File: src/rtl/muldiv_unit.sv
// muldiv_unit: iterative integer multiply/divide unit for the HI/LO path.
// Supports signed/unsigned multiply (radix-2 Booth) and signed/unsigned
// divide (restoring). Every op has the same latency: done arrives WIDTH+1 edges
// after the start edge.
// Ports:
//   clk, reset (async, active-low)
//   start/op/a/b : request, sampled only while idle
//   busy, done   : handshake (done is a one-cycle pulse)
//   div_zero     : last completed op was a divide by zero
//   hi, lo       : product halves, or remainder/quotient
module muldiv_unit #(
  parameter int unsigned WIDTH = 32,
  parameter int unsigned CNT_W = $clog2(WIDTH + 1)
) (
  input  logic             clk,
  input  logic             reset,
  input  logic             start,
  input  logic [1:0]       op,
  input  logic [WIDTH-1:0] a,
  input  logic [WIDTH-1:0] b,
  output logic             busy,
  output logic             done,
  output logic             div_zero,
  output logic [WIDTH-1:0] hi,
  output logic [WIDTH-1:0] lo
);

  localparam int unsigned AW = WIDTH + 1;

  typedef enum logic [1:0] {S_IDLE, S_RUN, S_FINISH} state_t;

  state_t state, state_next;

  logic [1:0]       op_q;
  logic [WIDTH-1:0] a_q, b_q;
  logic [AW-1:0]    m_q;    // multiplicand (Booth) or divisor magnitude
  logic [AW-1:0]    p_q;    // Booth upper accumulator / partial remainder
  logic [WIDTH-1:0] q_q;    // multiplier bits / dividend-quotient bits
  logic             qm1_q;  // Booth q-1 bit
  logic [CNT_W-1:0] cnt;

  logic [AW-1:0]    p_sum;
  logic [AW-1:0]    r_sh, r_diff;
  logic             r_ok;
  logic [WIDTH-1:0] res_hi, res_lo;
  logic             res_dz;

  function automatic logic [WIDTH-1:0] mag(input logic [WIDTH-1:0] x);
    return x[WIDTH-1] ? (~x + WIDTH'(1)) : x;
  endfunction

  // State register
  always_ff @(posedge clk or negedge reset) begin
    if (!reset) state <= S_IDLE;
    else        state <= state_next;
  end

  // Next-state logic
  always_comb begin
    state_next = state;
    unique case (state)
      S_IDLE:   if (start) state_next = S_RUN;
      S_RUN:    if (cnt == CNT_W'(WIDTH - 1)) state_next = S_FINISH;
      S_FINISH: state_next = S_IDLE;
      default:  state_next = S_IDLE;
    endcase
  end

  // Booth step: add/subtract multiplicand according to {Q[0], q-1}
  always_comb begin
    p_sum = p_q;
    unique case ({q_q[0], qm1_q})
      2'b01:   p_sum = p_q + m_q;
      2'b10:   p_sum = p_q - m_q;
      default: p_sum = p_q;
    endcase
  end

  // Restoring divide step; r_sh < 2*divisor so the difference fits AW bits signed
  always_comb begin
    r_sh   = {p_q[WIDTH-1:0], q_q[WIDTH-1]};
    r_diff = r_sh - m_q;
    r_ok   = ~r_diff[AW-1];
  end

  // Final result with sign correction
  always_comb begin
    res_hi = p_q[WIDTH-1:0];
    res_lo = q_q;
    res_dz = 1'b0;
    if (!op_q[1]) begin
      // Booth treats b as signed; an unsigned b with MSB set needs a*2^WIDTH added
      if (op_q[0] && b_q[WIDTH-1]) res_hi = p_q[WIDTH-1:0] + a_q;
    end else if (b_q == '0) begin
      res_dz = 1'b1;
      res_hi = a_q;
      res_lo = '1;
    end else if (!op_q[0]) begin
      if (a_q[WIDTH-1] ^ b_q[WIDTH-1]) res_lo = ~q_q + WIDTH'(1);
      if (a_q[WIDTH-1])                res_hi = ~p_q[WIDTH-1:0] + WIDTH'(1);
    end
  end

  // Datapath and registered outputs
  always_ff @(posedge clk or negedge reset) begin
    if (!reset) begin
      op_q     <= '0;
      a_q      <= '0;
      b_q      <= '0;
      m_q      <= '0;
      p_q      <= '0;
      q_q      <= '0;
      qm1_q    <= 1'b0;
      cnt      <= '0;
      busy     <= 1'b0;
      done     <= 1'b0;
      div_zero <= 1'b0;
      hi       <= '0;
      lo       <= '0;
    end else begin
      busy <= (state_next != S_IDLE);
      done <= (state == S_FINISH);
      unique case (state)
        S_IDLE: begin
          if (start) begin
            op_q  <= op;
            a_q   <= a;
            b_q   <= b;
            p_q   <= '0;
            qm1_q <= 1'b0;
            cnt   <= '0;
            if (op[1]) begin
              m_q <= {1'b0, (op[0] ? b : mag(b))};
              q_q <= op[0] ? a : mag(a);
            end else begin
              m_q <= {(op[0] ? 1'b0 : a[WIDTH-1]), a};
              q_q <= b;
            end
          end
        end
        S_RUN: begin
          cnt <= cnt + CNT_W'(1);
          if (!op_q[1]) begin
            p_q   <= {p_sum[AW-1], p_sum[AW-1:1]};
            q_q   <= {p_sum[0], q_q[WIDTH-1:1]};
            qm1_q <= q_q[0];
          end else begin
            p_q <= r_ok ? r_diff : r_sh;
            q_q <= {q_q[WIDTH-2:0], r_ok};
          end
        end
        S_FINISH: begin
          hi       <= res_hi;
          lo       <= res_lo;
          div_zero <= res_dz;
        end
        default: ;
      endcase
    end
  end

endmodule

File: config.mk
export PLATFORM = sky130hd
export DESIGN_NAME = muldiv_unit
export DESIGN_NICKNAME = d
export VERILOG_FILES = /design/src/rtl/muldiv_unit.sv
export SDC_FILE = /design/constraint.sdc
export NUM_CORES = 1
export LEC_CHECK = 0
export CAP_MARGIN = 20
export CORE_ASPECT_RATIO = 1.2
export CORE_UTILIZATION = 65
export CTS_CLUSTER_DIAMETER = 100
export DETAILED_ROUTE_END_ITERATION = 10
export DONT_BUFFER_PORTS = 1
export GPL_ROUTABILITY_DRIVEN = 0
export PLACE_DENSITY = 0.91
export REMOVE_ABC_BUFFERS = 1
export SYNTH_ARGS = -nofsm -noshare
export SYNTH_HDL_FRONTEND = slang
export SYNTH_SLANG_ARGS = --single-unit
File: constraint.sdc
create_clock -name clk -period 4.55 [get_ports clk]
set_input_delay 0.455 -clock clk [delete_from_list [all_inputs] [get_ports clk]]
set_output_delay 0.455 -clock clk [all_outputs]
set_load 0.03 [all_outputs]
### Yosys cells after proc, flatten, opt, wreduce, memory -nomap -nowiden

Cells that the tools add are included.

* flip-flop bits (word level): 240
* latch bits: 0
* RAM bits: 0
* ROM bits: 0
* input bits: 69
* output and inout bits: 67
* logic and storage cells: 78
* memories kept: 0

* add/subtract/negate cells: 9
* $mul: 0
* div/mod/pow operators: 0
* $lt $le $gt $ge: 0
* eq/ne operators: 7
* shift-type cells: 0
* multiplexer cells: 34
* bitwise logic cells: 6
* reduce and logical (&&, ||, !) cells: 8

Operators with widths (count)
* $mux 32: 16
* $mux 33: 4
* $pmux 33 s2: 2
* $add 32x1->32 const B: 4
* $not 32->32: 4
* $sub 33x33->33: 2
* $pmux 32 s2: 1
* $add 33x33->33: 1
* $add 32x32->32: 1
* $logic_not 32->1: 1
* $pmux 6 s2: 1
* $add 6x1->6 const B: 1
* $eq 6x5->1 const B: 1
* $mux 6: 1
* $mux 1: 5
* $eq 2x1->1 const B: 2
* $eq 2x2->1 const B: 2
* $mux 2: 2
* $ne 2x2->1 const B: 2
* $pmux 2 s2: 1
* $reduce_and 2->1: 2
* $reduce_bool 2->1: 2
* $reduce_and 3->1: 1
* $logic_not 2->1: 1
* 4 further kinds: 4

### Longest topological paths before layout

* depth after elaboration: 7
* mapped depth: 19

### Worst setup path before layout

No wires, ideal clock.

* path type: reg-to-reg
* from: reg m_q[1]
* to: reg p_q[31]
* data arrival time: 3.984 ns
* data required time: 4.424 ns
* path slack: 0.440 ns
* cell stages (with the launch flop): 19
* buffers on the path: 0
* period minus slack after synthesis: 4.110 ns
* cell sequence: dfrtp_1 > inv_1 > ha_1 > nor3b_1 > and2_1 > nor3b_1 > a41oi_1 > xnor2_1 > ha_1 > and3_1 > a221oi_1 > o22ai_1 > a21oi_1 > o2bb2ai_1 > or4_1 > nand4_1 > xnor2_1 > nor2_2 > a221o_1

* longest elaborated chain between the ends: 4

Ends and longest elaborated chain
* start, declared: RTL line 36 `logic [AW-1:0] m_q;`
* start signal, assigned: RTL line 133 `m_q <= {1'b0, (op[0] ? b : mag(b))};`
* start signal, assigned: RTL line 136 `m_q <= {(op[0] ? 1'b0 : a[WIDTH-1]), a};`
* $sub 33x33->33, or another cell as far along: RTL line 74 `2'b10: p_sum = p_q - m_q;`
* $pmux 33 s2 or $mux 33 (tied branches): RTL line 72, 148
* $mux 33 *: RTL line 143 `if (!op_q[1]) begin`
* $pmux 33 s2 *: RTL line 123 `unique case (state)`
* end signal, assigned: RTL line 144 `p_q <= {p_sum[AW-1], p_sum[AW-1:1]};`
* end signal, assigned: RTL line 148 `p_q <= r_ok ? r_diff : r_sh;`
* end, declared: RTL line 37 `logic [AW-1:0] p_q;`

Every way passes the cells marked *; elsewhere a longest branch is shown, timed or not.
A chain may end at the register's enable or synchronous reset.

### Final worst setup path

* from: reg m_q[2]
* to: reg p_q[31]

Same word-level chain as after synthesis.

==> run_summary.xml <==
<?xml version="1.0" encoding="UTF-8"?>
<metrics>
  <group name="run_status">
    <metric name="status" unit="">complete, but fails checks</metric>
    <metric name="violated_checks" unit="">negative hold slack</metric>
  </group>
  <group name="synthesis">
    <metric name="synth_seq_cells" unit="">240</metric>
    <metric name="postSynthAreaPerCell" unit="sq um">7.89</metric>
    <metric name="synthesis.area" unit="sq mm">0.0198</metric>
    <metric name="synth_top_flop_cell" unit="">sky130_fd_sc_hd__dfrtp_1</metric>
    <metric name="synth_cell_type_count" unit="">91</metric>
    <metric name="postSynth.asyncResetShare" unit="%">100</metric>
    <metric name="yosysWarnings" unit="">0</metric>
    <metric name="synth_sequential_area_ratio" unit="%">30.3</metric>
    <metric name="synth_enable_flop_cells" unit="">0</metric>
    <metric name="number_of_standard_cells_after_synthesis" unit="">2513</metric>
  </group>
  <group name="sta">
    <metric name="finish_stage_setup_viols" unit="">0</metric>
    <metric name="final-max-slew-violation-count" unit="">0</metric>
    <metric name="worstMarginPinSlew" unit="ns">1.05</metric>
    <metric name="fmax" unit="MHz">232</metric>
    <metric name="min_period" unit="ns">4.31</metric>
    <metric name="grt_setup_unrepaired" unit="">yes</metric>
    <metric name="timing.setup.tns" unit="ns">0</metric>
    <metric name="slew_headroom" unit="%">30.1</metric>
    <metric name="period_share" unit="%">94.8</metric>
    <metric name="timing.hold.ws" unit="ns">-0.382</metric>
    <metric name="finalHoldViolations" unit="">240</metric>
    <metric name="final.setup_skew" unit="ns">0.0180</metric>
  </group>
  <group name="place">
    <metric name="detailed_place_hpwl" unit="um">43300</metric>
    <metric name="portBuffers" unit="">0</metric>
    <metric name="numPlacedInstances" unit="">2785</metric>
    <metric name="placedInstanceArea" unit="sq mm">0.0201</metric>
  </group>
  <group name="floorplan">
    <metric name="floorplan.core_area" unit="sq mm">0.0298</metric>
    <metric name="floorplan.initialDensity" unit="%">66.6</metric>
    <metric name="io_pins" unit="">136</metric>
    <metric name="die_height" unit="um">193</metric>
    <metric name="fp.dieArea" unit="sq mm">0.0312</metric>
    <metric name="fp.dieW" unit="um">161</metric>
    <metric name="num_rows" unit="">69</metric>
  </group>
  <group name="worst_hold_path">
    <metric name="hold_path.class" unit="">in -&gt; async</metric>
  </group>
  <group name="route">
    <metric name="drt-pass1-iter-count" unit="">8</metric>
    <metric name="drtIter0Drc" unit="">2241</metric>
    <metric name="detail-route-antenna-nets" unit="">0</metric>
    <metric name="detail_route.vias_per_cell" unit="">6.88</metric>
    <metric name="drt_drc" unit="">0</metric>
    <metric name="postRouteWirelength" unit="um">59700</metric>
    <metric name="detailroute.via_count" unit="">19500</metric>
    <metric name="route.detailed.wl_per_inst" unit="um">21.1</metric>
  </group>
  <group name="grt">
    <metric name="grt.met1_usage" unit="%">45.3</metric>
    <metric name="grt-ovfl-total" unit="">0</metric>
    <metric name="grt_first_pass_wirelength" unit="um">95500</metric>
    <metric name="antenna_violations_before_repair" unit="">0</metric>
    <metric name="grt_util_all_layers" unit="%">37.8</metric>
    <metric name="globalRoute.busiestLayer" unit="">met2</metric>
    <metric name="met3_usage" unit="%">8.19</metric>
    <metric name="grtUsageMet2" unit="%">61.9</metric>
    <metric name="first_global_vias" unit="">19000</metric>
    <metric name="grt_start_max_net_pins" unit="">241</metric>
  </group>
  <group name="worst_setup_path">
    <metric name="endpoint_kind" unit="">flip-flop</metric>
    <metric name="critical_path.top_delay_family" unit="">compound AO/OA/AOI/OAI gates</metric>
    <metric name="critical-path-max-stage-delay" unit="ns">0.47</metric>
    <metric name="timing.critical_path.buf_inv" unit="">2</metric>
    <metric name="cp-start-kind" unit="">flip-flop</metric>
    <metric name="timing.critical_path.cells" unit="">nor4_1 &gt; buf_4 &gt; nand2_1 &gt; nor3_1 &gt; buf_4 &gt; a31oi_1 &gt; xnor2_1 &gt; ha_1 &gt; a21o_1 &gt; a221oi_1 &gt; o22ai_1 &gt; a21oi_2 &gt; o2bb2ai_1 &gt; or4_1 &gt; nand4_1 &gt; xnor2_1 &gt; nor2_2 &gt; a221o_1</metric>
    <metric name="worst-path-max-fanout" unit="">6</metric>
    <metric name="worstPathArrival" unit="ns">4.74</metric>
    <metric name="worstPathRequired" unit="ns">4.98</metric>
    <metric name="criticalPathCategory" unit="">reg -&gt; reg</metric>
    <metric name="timing.critical_path.slowest_stage_cell" unit="">sky130_fd_sc_hd__or4_1</metric>
  </group>
  <group name="cells_and_area">
    <metric name="layout.cells.non_filler" unit="">2830</metric>
    <metric name="layout-area-overhead-vs-synth" unit="%">5.79</metric>
    <metric name="share_of_post_route_cells_with_drive_strength_above_1" unit="%">5.41</metric>
    <metric name="finalNetCount" unit="">2597</metric>
    <metric name="finish.instance_area" unit="sq mm">0.0210</metric>
    <metric name="insertedDiodeCount" unit="">0</metric>
    <metric name="final_common_cell" unit="">sky130_fd_sc_hd__nand2_1</metric>
    <metric name="most-common-layout-cells" unit="">sky130_fd_sc_hd__nand2_1 (372), sky130_fd_sc_hd__dfrtp_1 (239), sky130_fd_sc_hd__o21ai_0 (209)</metric>
  </group>
  <group name="clocking">
    <metric name="clkSinkCount" unit="">240</metric>
    <metric name="clkLatencyLatePin" unit="ns">0.54</metric>
    <metric name="cts_buffer_depth" unit="">3</metric>
    <metric name="clock_tree.htree_level_count" unit="">1</metric>
    <metric name="clkTransAtPathRegs" unit="ns">0.06</metric>
    <metric name="clockRootBuffer" unit="">sky130_fd_sc_hd__clkbuf_16</metric>
    <metric name="cts_post_setup_buffers_inserted" unit="">0</metric>
    <metric name="tritoncts" unit="">yes</metric>
    <metric name="tritoncts_buffer_count" unit="">25</metric>
  </group>
  <group name="run">
    <metric name="max_cap_violations" unit="">0</metric>
  </group>
</metrics>
[stage by stage]
| step | util (%) | setup WS [ns] | hold slack, ns |
|---|---|---|---|
| after floorplan | - | -0.662 | 0.159 |
| after global placement | 67.5 | 0.268 | 0.167 |
| after detailed placement | 67.5 | 0.131 | 0.166 |
| after global routing | 70.5 | -0.0377 | -0.399 |
| after CTS | 70.3 | 0.0953 | -0.398 |
| final | 70.5 | 0.237 | -0.382 |
[worst reg2reg max path, delay by kind of cell (launching register included)]
kind | cells | cell delay [ns]
adder cells (fa/ha/maj) | 1 | 0.37
flip-flops | 1 | 0.45
buffers and inverters | 2 | 0.38
AND/OR/NAND/NOR | 6 | 1.33
AO/OA/AOI/OAI | 7 | 1.39
XOR/XNOR | 2 | 0.30
[final cells by class]
| type | count | area [sq um] |
|---|---|---|
| clock inverter | 10 | 109 |
| sequential | 240 | 6010 |
| timing repair buffer | 43 | 373 |
| fill | 2150 | 8800 |
| clock buffer | 34 | 729 |
| inverter | 84 | 315 |
| tap | 390 | 488 |
| multi-input combinational | 2029 | 13000 |
[worst paths after layout]
check,cells past startpoint,end,slack [ns],start
hold / removal,0,cnt[1],-0.38,reset
setup reg to reg,18,p_q[31],0.24,m_q[2]
hold reg to reg,2,b_q[25],0.48,b_q[25]
min in group clk,1,m_q[32],0.01,op[0]
setup / recovery,18,p_q[31],0.24,m_q[2]
max in group asynchronous,0,q_q[15],4.64,reset
[sequential cells by signal (all words and copies together) (netlist names)]
signal and cells:
p_q 33, lo 32, qm1_q 1, done 1, op_q 2, m_q 33, a_q 32, q_q 32
state 2, busy 1, cnt 6, div_zero 1, b_q 32, hi 32
[layer usage]
| layer | vias up | routed length (um) |
|---|---|---|
| li1 | 8903 | - |
| met1 | 9048 | 21400 |
| met2 | 1236 | 27400 |
| met3 | 293 | 6880 |
| met4 | 0 | 3940 |
| met5 | - | 0 |
[repair_timing]
action,in CTS,in global routing
endpoints found under the hold margin,240,240
endpoints found under the setup margin,0,9
resized for setup,0,8
[cells by family (layout without fill, tap and decap cells)]
kind of cell,Yosys count,count (layout),share of synthesized area (%)
mux,60,60,3.09
buf+inv,244,171,4.71
fa+ha+maj,105,105,6.74
compound gates,827,827,26.8
simple gates,826,826,19.0
xor+xnor,211,211,9.35
flops,240,240,30.3
[synth_stat cells (all sizes together) (43+ instances only)]
cell    number  area, sq um
a21o        51          383
xor2        81          709
xnor2      130         1150
o21ai      242         1220
inv         82          308
nor2       178          673
mux2i       50          500
nand2      373         1400
dfrtp      240         6010
nor3        47          245
ha         102         1280
clkbuf     142          534
a21oi      197          990
nand3       43          215
Power is not shown: default switching activity piles up to over one toggle a cycle in this logic, so the estimate is an artifact.
